==> config.mk <==
export PLATFORM = sky130hd
export DESIGN_NAME = fifo_wr_ctrl
export DESIGN_NICKNAME = d
export VERILOG_FILES = /design/src/rtl/fifo_wr_ctrl.sv
export SDC_FILE = /design/constraint.sdc
export NUM_CORES = 1
export LEC_CHECK = 0
export CELL_PAD_IN_SITES_DETAIL_PLACEMENT = 1
export CELL_PAD_IN_SITES_GLOBAL_PLACEMENT = 2
export CORE_ASPECT_RATIO = 2
export CORE_UTILIZATION = 32
export DETAILED_ROUTE_END_ITERATION = 8
export PLACE_DENSITY = 0.78
export SYNTH_ARGS = -nofsm -noshare
export SYNTH_HDL_FRONTEND = slang
export SYNTH_SLANG_ARGS = --single-unit
==> constraint.sdc <==
create_clock -name wr_clk -period 4.65 [get_ports wr_clk]
set_clock_uncertainty 0.1 [all_clocks]
set_input_delay 0.6975 -clock wr_clk [delete_from_list [all_inputs] [get_ports wr_clk]]
set_output_delay 0.6975 -clock wr_clk [all_outputs]
set_load 0.01 [all_outputs]
==> src/rtl/fifo_wr_ctrl.sv <==
// Write-side pointer and flag controller for a dual-clock FIFO.
// Produces RAM write strobe/address, the Gray write pointer and wr_clk-domain status flags.
module fifo_wr_ctrl #(
  parameter int ADDR_WIDTH  = 4,
  parameter int SYNC_STAGES = 2,
  parameter int AF_THRESH   = 2
) (
  input  logic                  wr_clk,
  input  logic                  rst_in,
  input  logic                  wr_en,
  input  logic [ADDR_WIDTH:0]   rd_ptr_gray,
  output logic                  mem_we,
  output logic [ADDR_WIDTH-1:0] wr_addr,
  output logic [ADDR_WIDTH:0]   wr_ptr_gray,
  output logic                  full,
  output logic                  almost_full,
  output logic [ADDR_WIDTH:0]   wr_count,
  output logic                  wr_ack,
  output logic                  overflow
);

  localparam int PW    = ADDR_WIDTH + 1;
  localparam int DEPTH = 1 << ADDR_WIDTH;

  logic [PW-1:0] wr_ptr_bin;
  logic [PW-1:0] wr_ptr_bin_next;
  logic [PW-1:0] rd_bin_s;
  logic [PW-1:0] cnt_n;
  logic [PW-1:0] free_n;
  logic          accept;

  (* ASYNC_REG = "TRUE" *) logic [PW-1:0] rd_sync_q [SYNC_STAGES];

  function automatic logic [PW-1:0] gray2bin(input logic [PW-1:0] g);
    logic [PW-1:0] b;
    b[PW-1] = g[PW-1];
    for (int i = PW - 2; i >= 0; i--) begin
      b[i] = b[i+1] ^ g[i];
    end
    return b;
  endfunction

  // full is held high through reset, so nothing is accepted while rst_in=1.
  assign accept  = wr_en & ~full;
  assign mem_we  = accept;
  assign wr_addr = wr_ptr_bin[ADDR_WIDTH-1:0];

  assign wr_ptr_bin_next = wr_ptr_bin + {{ADDR_WIDTH{1'b0}}, accept};
  assign rd_bin_s        = gray2bin(rd_sync_q[SYNC_STAGES-1]);
  assign cnt_n           = wr_ptr_bin_next - rd_bin_s;
  assign free_n          = PW'(DEPTH) - cnt_n;

  // NOTE: every sequential assignment uses <= so all flops sample pre-edge values
  // together; blocking assignments here would create ordering-dependent races.
  // NOTE: the synchroniser array is reset too, so a restarted FIFO never compares
  // against a stale read pointer left over from before reset.
  always_ff @(posedge wr_clk or posedge rst_in) begin
    if (rst_in) begin
      for (int i = 0; i < SYNC_STAGES; i++) begin
        rd_sync_q[i] <= '0;
      end
    end else begin
      rd_sync_q[0] <= rd_ptr_gray;
      for (int i = 1; i < SYNC_STAGES; i++) begin
        rd_sync_q[i] <= rd_sync_q[i-1];
      end
    end
  end

  // Flags come from next-state values so full rises on the very write that fills the FIFO.
  always_ff @(posedge wr_clk or posedge rst_in) begin
    if (rst_in) begin
      wr_ptr_bin  <= '0;
      wr_ptr_gray <= '0;
      wr_count    <= '0;
      full        <= 1'b1;
      almost_full <= 1'b1;
      wr_ack      <= 1'b0;
      overflow    <= 1'b0;
    end else begin
      wr_ptr_bin  <= wr_ptr_bin_next;
      wr_ptr_gray <= wr_ptr_bin_next ^ (wr_ptr_bin_next >> 1);
      wr_count    <= cnt_n;
      full        <= (cnt_n == PW'(DEPTH));
      almost_full <= (free_n <= PW'(AF_THRESH));
      wr_ack      <= accept;
      overflow    <= wr_en & full;
    end
  end

endmodule

======== Word level (Yosys, flattened, before mapping) ========
Cells that the tools add are included.
word-level totals
  memories kept ........................... 0
  memory bits (writable) .................. 0
  ROM bits ................................ 0
  bits of input ports ..................... 8
  register bits after elaboration ......... 29
  output and inout port bits .............. 19
  bits in latches ......................... 0
cells by class
  eq/ne operators ......................... 1
  add/subtract/negate cells ............... 3
  bitwise gates (word level) .............. 8
  multiplexer cells ....................... 0
  $mul .................................... 0
  div/mod/pow operators ................... 0
  order comparisons ....................... 1
  reductions and logical operators ........ 0
  shift operators ......................... 0
operators with widths
  operator                                                         number
  adder 5 x 1 -> 5 bit                                             1
  equality test 5 bit (second input constant)                      1
  less-or-equal comparator 5 x 2 -> 1 bit (second input constant)  1
  subtractor 5 bit                                                 1
  subtractor 5 bit (first input constant)                          1
  XOR 5 x 4 -> 5 bit                                               1
  XOR 1 bit                                                        4
  AND 1 bit                                                        2
  inverter 1 bit                                                   1

======== Longest topological paths before layout ========
Gate-level depths: netlist of run 1.
  depth in word-level cells ............... 7
  mapped depth ............................ 16
  depth with buffers taken out ............ 15

======== Worst setup path before layout of run 1 ========
Ideal clock, no wire load.
  path kind ............................... input port to flip-flop
  start ................................... input wr_en
  end ..................................... register almost_full
  cell stages on the path ................. 15
  library setup time ...................... 0.060 ns
  path slack .............................. 0.730 ns
  data arrival time ....................... 3.760 ns
  data required time ...................... 4.490 ns
  cells stage by stage .................... nor2b_1 > ha_1 > nand3_1 > xor2_1 > inv_1 > ha_1 > and4b_1 > or4_1 > buf_2 > nor3_1 > ha_1 > a21oi_1 > o2111ai_1 > mux2i_1 > a41o_2
between the ends
  longest elaborated chain between the ends .. 5
ends and longest elaborated chain
  element                                  line  source
  from (decl)                              10    input logic wr_en,
  AND 1 bit                                44    assign accept = wr_en & ~full;
  adder 5 x 1 -> 5 bit                     48    assign wr_ptr_bin_next = wr_ptr_bin + {{ADDR_WIDTH{1'b0}}, accept};
  via wr_ptr_bin_next[3]                   26    logic [PW-1:0] wr_ptr_bin_next;
  subtractor 5 bit                         50    assign cnt_n = wr_ptr_bin_next - rd_bin_s;
  via cnt_n[3]                             28    logic [PW-1:0] cnt_n;
  subtractor 5 bit                         51    assign free_n = PW'(DEPTH) - cnt_n;
  less-or-equal comparator 5 x 2 -> 1 bit  85    almost_full <= (free_n <= PW'(AF_THRESH));
  to (signal assigned)                     85
  to (decl)                                16    output logic almost_full,
The timed path passes the listed nets, and every way through them passes these cells.

======== Worst setup path after layout of run 1 ========
  start ................................... input wr_en
  end ..................................... register almost_full
between the ends
  longest elaborated chain between the ends .. 5
ends and longest elaborated chain
  element                                  line
  AND 1 bit                                44
  adder 5 x 1 -> 5 bit                     48
  via wr_ptr_bin_next[3]                   26
  subtractor 5 bit                         50
  subtractor 5 bit                         51
  less-or-equal comparator 5 x 2 -> 1 bit  85
The timed path passes the listed nets, and every way through them passes these cells.

==> results_dict.tcl, run 1 <==
set metrics [dict create \
    cts_sinks 28 \
    swShare 0.388 \
    vias_per_cell 4.43 \
    finalHoldViolations 0 \
    p_int_uw 782 \
    max_freq_ghz 0.238 \
    initial_core_util 0.332 \
    syn_area_per_cell_sq_um 13.5 \
    portBuffers 26 \
    critPathMaxFanout 5 \
    gp_congestion 0.754 \
    worst_pin_slew_ns 1.04 \
    coreArea_sq_um 3610 \
    peakVddDrop_mv 0.286 \
    cts_root_buffer "clkbuf_8" \
    gr-total-overflow 0 \
    crit_path_end_kind "register" \
    ios 27 \
    cp.arrival_ns 4.33 \
    synth_nets 107 \
    p_sw_uw 497 \
    regToRegSetupSlack_ns 0.93 \
    grt_usage 0.134 \
    yosysTopAreaCellShare 0.543 \
    antenna_left 0 \
    relSlewSlack 0.304 \
    timing.rr.start "full$_DFF_PP1_" \
    cts_hold_buf 0 \
    cts_buffers 3 \
    yosys_warnings 0 \
    ys.flop_type "dfrtp_1" \
    maxCapViolations 0 \
    grt_pass1_vias 846 \
    clk_latency_ns 0.27 \
    drive_gt1_frac 0.0833 \
    finalSetupViolations 0 \
    min-delay-start "rd_sync_q[9]$_DFF_PP0_" \
    synth-edff-count 0 \
    fin_area_sq_um 1580 \
    dpl_cell_area_sq_um 1530 \
    antennaDiodeCount 0 \
    dpl.cell_count 165 \
    yosys-top-cells-count "dfrtp_1, ha_1, inv_1" \
    setup_tns_ns 0 \
    areaGrowthSynthToFinish_pct 32.3 \
    synth.area.top_cells "dfrtp_1, ha_1, xor2_1" \
    fin_nets 139 \
    drv_slew 0 \
    ys_seq_elements 28 \
    hold_depth 0 \
    pwr-share-clk 0.114 \
    power.share.sequential 0.291 \
    hold_path_class "register to register" \
    htree_levels 1 \
    die_area_sq_um 4010 \
    vias 749 \
    comb_power_share 0.594 \
    drt_wl_total_mm 2.15 \
    row_count 31 \
    fin_cells 169 \
    firstDrtPassIters 3 \
    synthCells 89 \
    critPathLaunchType "input port" \
    drc 0 \
    crit_start "wr_en" \
    min_period_ns 4.21 \
    crit_type "input port to register" \
    die_w_um 45.3 \
    cts_setup_buffers 0 \
    cts_tree "built" \
    ys_seq_area_frac 0.587 \
    avgRoutedWirePerCell_um 12.7 \
    synth_top_area_cell "dfrtp_1" \
    hpwlAfterDp_mm 1.70 \
    yosysMostFrequentCell "dfrtp_1" \
    antenna_found_initial 0 \
    async_flop_share 1.00 \
    clk_pin_slew_worst_paths_ns 0.09 \
    cts.repair.resized 0 \
    p_leak_uw 0.000721 \
    dieHeight_um 88.5 \
    fillCellCount 411 \
    whs_ns 0.257 \
    initialDrtViolationCount 4 \
    reg2regPathDepth 14 \
    grt_max_degree 29 \
    ys_types 26 \
    rsz0062_at_grt "false" \
    netlist_area_sq_um 1200 \
    clockBufferDepth 2 \
    finalCritPeriodShare 0.905 \
    power_density_nw_per_um2 807 \
    grt_pass1_wl_mm 3.80 \
    worstPathRequired_ns 4.77 \
    status "finished clean" \
]
==> final timing paths <==
kind	to
worst max-delay path	almost_full$_DFF_PP1_
worst min register to register	rd_sync_q[4]$_DFF_PP0_
min in group asynchronous	rd_sync_q[3]$_DFF_PP0_
max in group asynchronous	wr_count[0]$_DFF_PP0_
worst max register to register	almost_full$_DFF_PP1_
worst min-delay path	rd_sync_q[4]$_DFF_PP0_
==> cells by family after synthesis <==
family | Yosys count | share of synthesized area
adder cells (fa/ha/maj) | 10 | 0.104
AND/OR/NAND/NOR | 15 | 0.0763
XOR/XNOR | 16 | 0.135
AO/OA/AOI/OAI | 9 | 0.0564
multiplexers | 1 | 0.00836
flip-flops | 28 | 0.587
buffers and inverters | 10 | 0.0324
==> power by group through the flow <==
stage	Clock (uW)	Combinational [uW]	Sequential, uW
floorplan	0	448	412
global placement	0	740	377
detailed placement	0	773	380
CTS	153	781	375
global route	162	858	383
finish	146	760	372
==> layout make-up <==
cell class              count  area, sq um  share of cell area
inverters                   9         33.8              0.0213
clock buffers               4         55.1              0.0348
flip-flops and latches     28          703               0.444
repair buffers             28          275               0.174
multi-input cells          51          455               0.288
well taps                  49         61.3              0.0387
==> metal layers <==
| metal | track usage | share of wire | routed length (um) | vias up |
|---|---|---|---|---|
| li1 | - | - | - | 357 |
| met1 | 0.125 | 0.34 | 735 | 366 |
| met2 | 0.250 | 0.59 | 1280 | 19 |
| met3 | 0.0204 | 0.025 | 54 | 7 |
| met4 | 0.0882 | 0.038 | 82 | 0 |
| met5 | 0 | 0 | 0 | - |
==> state kept, by name (all words and copies together), names as in the netlist <==
name and count:
wr_count 5, wr_ptr_gray 4, full 1, almost_full 1, wr_ack 1, wr_ptr_bin 5
rd_sync_q 10, overflow 1
==> worst max-delay path, cell delays in order <==
cell,delay [ns]
clkdlybuf4s50_1,0.47
nor2b_1,0.26
ha_1,0.24
nand3_1,0.10
xor2_1,0.19
inv_1,0.09
ha_1,0.35
nand2b_1,0.11
a221oi_1,0.05
or4_1,0.63
nor3_1,0.21
ha_1,0.25
a21oi_1,0.25
o2111ai_1,0.16
mux2i_1,0.16
a41o_2,0.12
==> cell usage in the layout (no fill, tap or decap), drive strengths merged, types with 3 or more instances in the layout <==
cell type	instances
clkbuf	4
clkdlybuf4s50	26
dfrtp	26
ha	10
inv	9
nand2b	3
nor2	3
xnor2	7
xor2	8
==> per-stage QoR <==
stage                     utilization  worst slack, ns  power [uW]
after floorplan                     -            0.730         861
after global placement          0.424            0.275        1120
after detailed placement        0.424           0.0966        1150
after CTS                       0.439            0.374        1310
after global routing            0.439           0.0437        1400
final                           0.439            0.441        1280
Note: power is estimated with default switching activity, not from simulation.
==> inputs of run 2 (changes only) <==
--- a/config.mk
+++ b/config.mk
@@ -5,6 +5,7 @@
 export SDC_FILE = /design/constraint.sdc
 export NUM_CORES = 1
 export LEC_CHECK = 0
+export CAP_MARGIN = 20
 export CELL_PAD_IN_SITES_DETAIL_PLACEMENT = 1
 export CELL_PAD_IN_SITES_GLOBAL_PLACEMENT = 2
 export CORE_ASPECT_RATIO = 2
==> results_dict.tcl, run 2 (synthesis gave the netlist of run 1 again) <==
set metrics [dict create \
    dpl_cell_area_sq_um 1530 \
    grt_pass1_wl_mm 3.80 \
    timing.rr.start "full$_DFF_PP1_" \
    fillCellCount 410 \
    max_freq_ghz 0.237 \
    finalHoldViolations 0 \
    seq_area_sq_um 703 \
    gr-total-overflow 0 \
    antenna_left 0 \
    maxCapViolations 0 \
    reg_top3 "rd_sync_q x10, wr_count x5, wr_ptr_bin x5" \
    rr_endpoint "almost_full$_DFF_PP1_" \
    min_period_ns 4.22 \
    reg2regPathDepth 14 \
    drive_gt1_frac 0.0909 \
    initialDrtViolationCount 8 \
    antenna_found_initial 0 \
    firstDrtPassIters 2 \
    status "finished clean" \
    die_area_sq_um 4010 \
    whs_ns 0.257 \
    grt_max_degree 29 \
    regToRegSetupSlack_ns 0.92 \
    holdPathEnd "rd_sync_q[4]$_DFF_PP0_" \
    ios 27 \
    coreArea_sq_um 3610 \
    final_cell_mix "clkdlybuf4s50_1, dfrtp_1, ha_1, inv_1, xor2_1" \
    htree_levels 1 \
    clk_latency_ns 0.27 \
    finalCritPeriodShare 0.908 \
    crit_path_end_kind "register" \
    row_count 31 \
    cts_setup_buffers 0 \
    clk_pin_slew_worst_paths_ns 0.09 \
    relSlewSlack 0.661 \
    die_w_um 45.3 \
    fin_nets 140 \
    grt_usage 0.134 \
    antennaDiodeCount 0 \
    drt_wl_total_mm 2.15 \
    hold_depth 0 \
    hold_path_class "register to register" \
    portBuffers 26 \
    cts_hold_buf 0 \
    final_util 0.447 \
    multi_input_area_sq_um 455 \
    gp_congestion 0.754 \
    largest_reg_flops 10 \
    power_density_nw_per_um2 797 \
    cp_slowest_cell "or4_1" \
    drv_slew 0 \
    worst_pin_slew_ns 0.506 \
    peakVddDrop_mv 0.288 \
    cts_buffers 3 \
    cts_sinks 28 \
    p_leak_uw 0.000733 \
    cpMostUsedCell "ha_1" \
    avgRoutedWirePerCell_um 12.7 \
    crit_start "wr_en" \
    crit_buf_inv 2 \
    hpwlAfterDp_mm 1.70 \
    worstPathRequired_ns 4.77 \
    vias 766 \
    drc 0 \
    vias_per_cell 4.51 \
    cts.repair.resized 0 \
    dieHeight_um 88.5 \
    fin_area_sq_um 1610 \
    cts_root_buffer "clkbuf_8" \
    areaGrowthSynthToFinish_pct 34.6 \
    initial_core_util 0.332 \
    cts_tree "built" \
    crit_type "input port to register" \
    setup_tns_ns 0 \
    crit_chain "clkdlybuf4s50_1 -> nor2b_1 -> ha_1 -> nand3_1 -> xor2_1 -> inv_1 -> ha_1 -> nand2b_1 -> a221oi_1 -> or4_1 -> nor3_1 -> ha_1 -> a21oi_1 -> o2111ai_1 -> mux2i_1 -> a41o_2" \
    cp_top_family "simple AND/OR/NAND/NOR gates" \
    slowest_delay_ns 0.63 \
    clockBufferDepth 2 \
    critPathMaxFanout 5 \
    cp.arrival_ns 4.34 \
    min-delay-start "rd_sync_q[9]$_DFF_PP0_" \
    finalSetupViolations 0 \
    largest-register "rd_sync_q" \
    rsz0062_at_grt "false" \
    critPathLaunchType "input port" \
    grt_pass1_vias 846 \
    finalPower_uw 1280 \
]
==> run 2: cell types whose count changed in the layout (fill, tap and decap cells not counted), sizes merged <==
cell | before | now
buf | 2 | 3
==> run 2: stage by stage <==
stage	worst slack, ns	std cells
after floorplan	0.730	89
after global placement	0.275	165
after detailed placement	0.0966	165
after CTS	0.374	169
after global routing	0.0437	170
final	0.430	170
==> run 2: per-layer routing <==
metal,track usage,routed length [um]
met5,0,0
met4,0.0882,82
met3,0.0204,54
met2,0.250,1300
met1,0.125,719
==> run 2: layout make-up <==
cell class                      instances  share of cell area
Sequential cell                        28               0.436
Tap cell                               49              0.0380
Clock buffer                            4              0.0342
Inverter                                9              0.0210
Timing Repair Buffer                   29               0.188
Multi-Input combinational cell         51               0.283
==> run 2: where the power goes <==
part / switching, uW / internal (uW)
Sequential: 37.9 / 334
Clock: 70.5 / 75.7
Combinational: 391 / 375
==> run 2: worst reg2reg max path, stage by stage (launching register included) <==
cell and delay, ns:
dfstp_2 0.55, nor2b_1 0.08, ha_1 0.20, ha_1 0.31, xnor3_1 0.44, ha_1 0.24
a22o_1 0.30, o21ai_0 0.18, nand2b_1 0.09, xnor2_1 0.25, ha_1 0.27, a21oi_1 0.25
o2111ai_1 0.16, mux2i_1 0.16, a41o_2 0.12
==> run 2: how the worst max path moves through the flow <==
stage                                  to  cells after the start
floorplan           almost_full$_DFF_PP1_                     15
global placement    almost_full$_DFF_PP1_                     15
detailed placement  almost_full$_DFF_PP1_                     16
CTS                 almost_full$_DFF_PP1_                     16
global route        almost_full$_DFF_PP1_                     16
finish              almost_full$_DFF_PP1_                     16
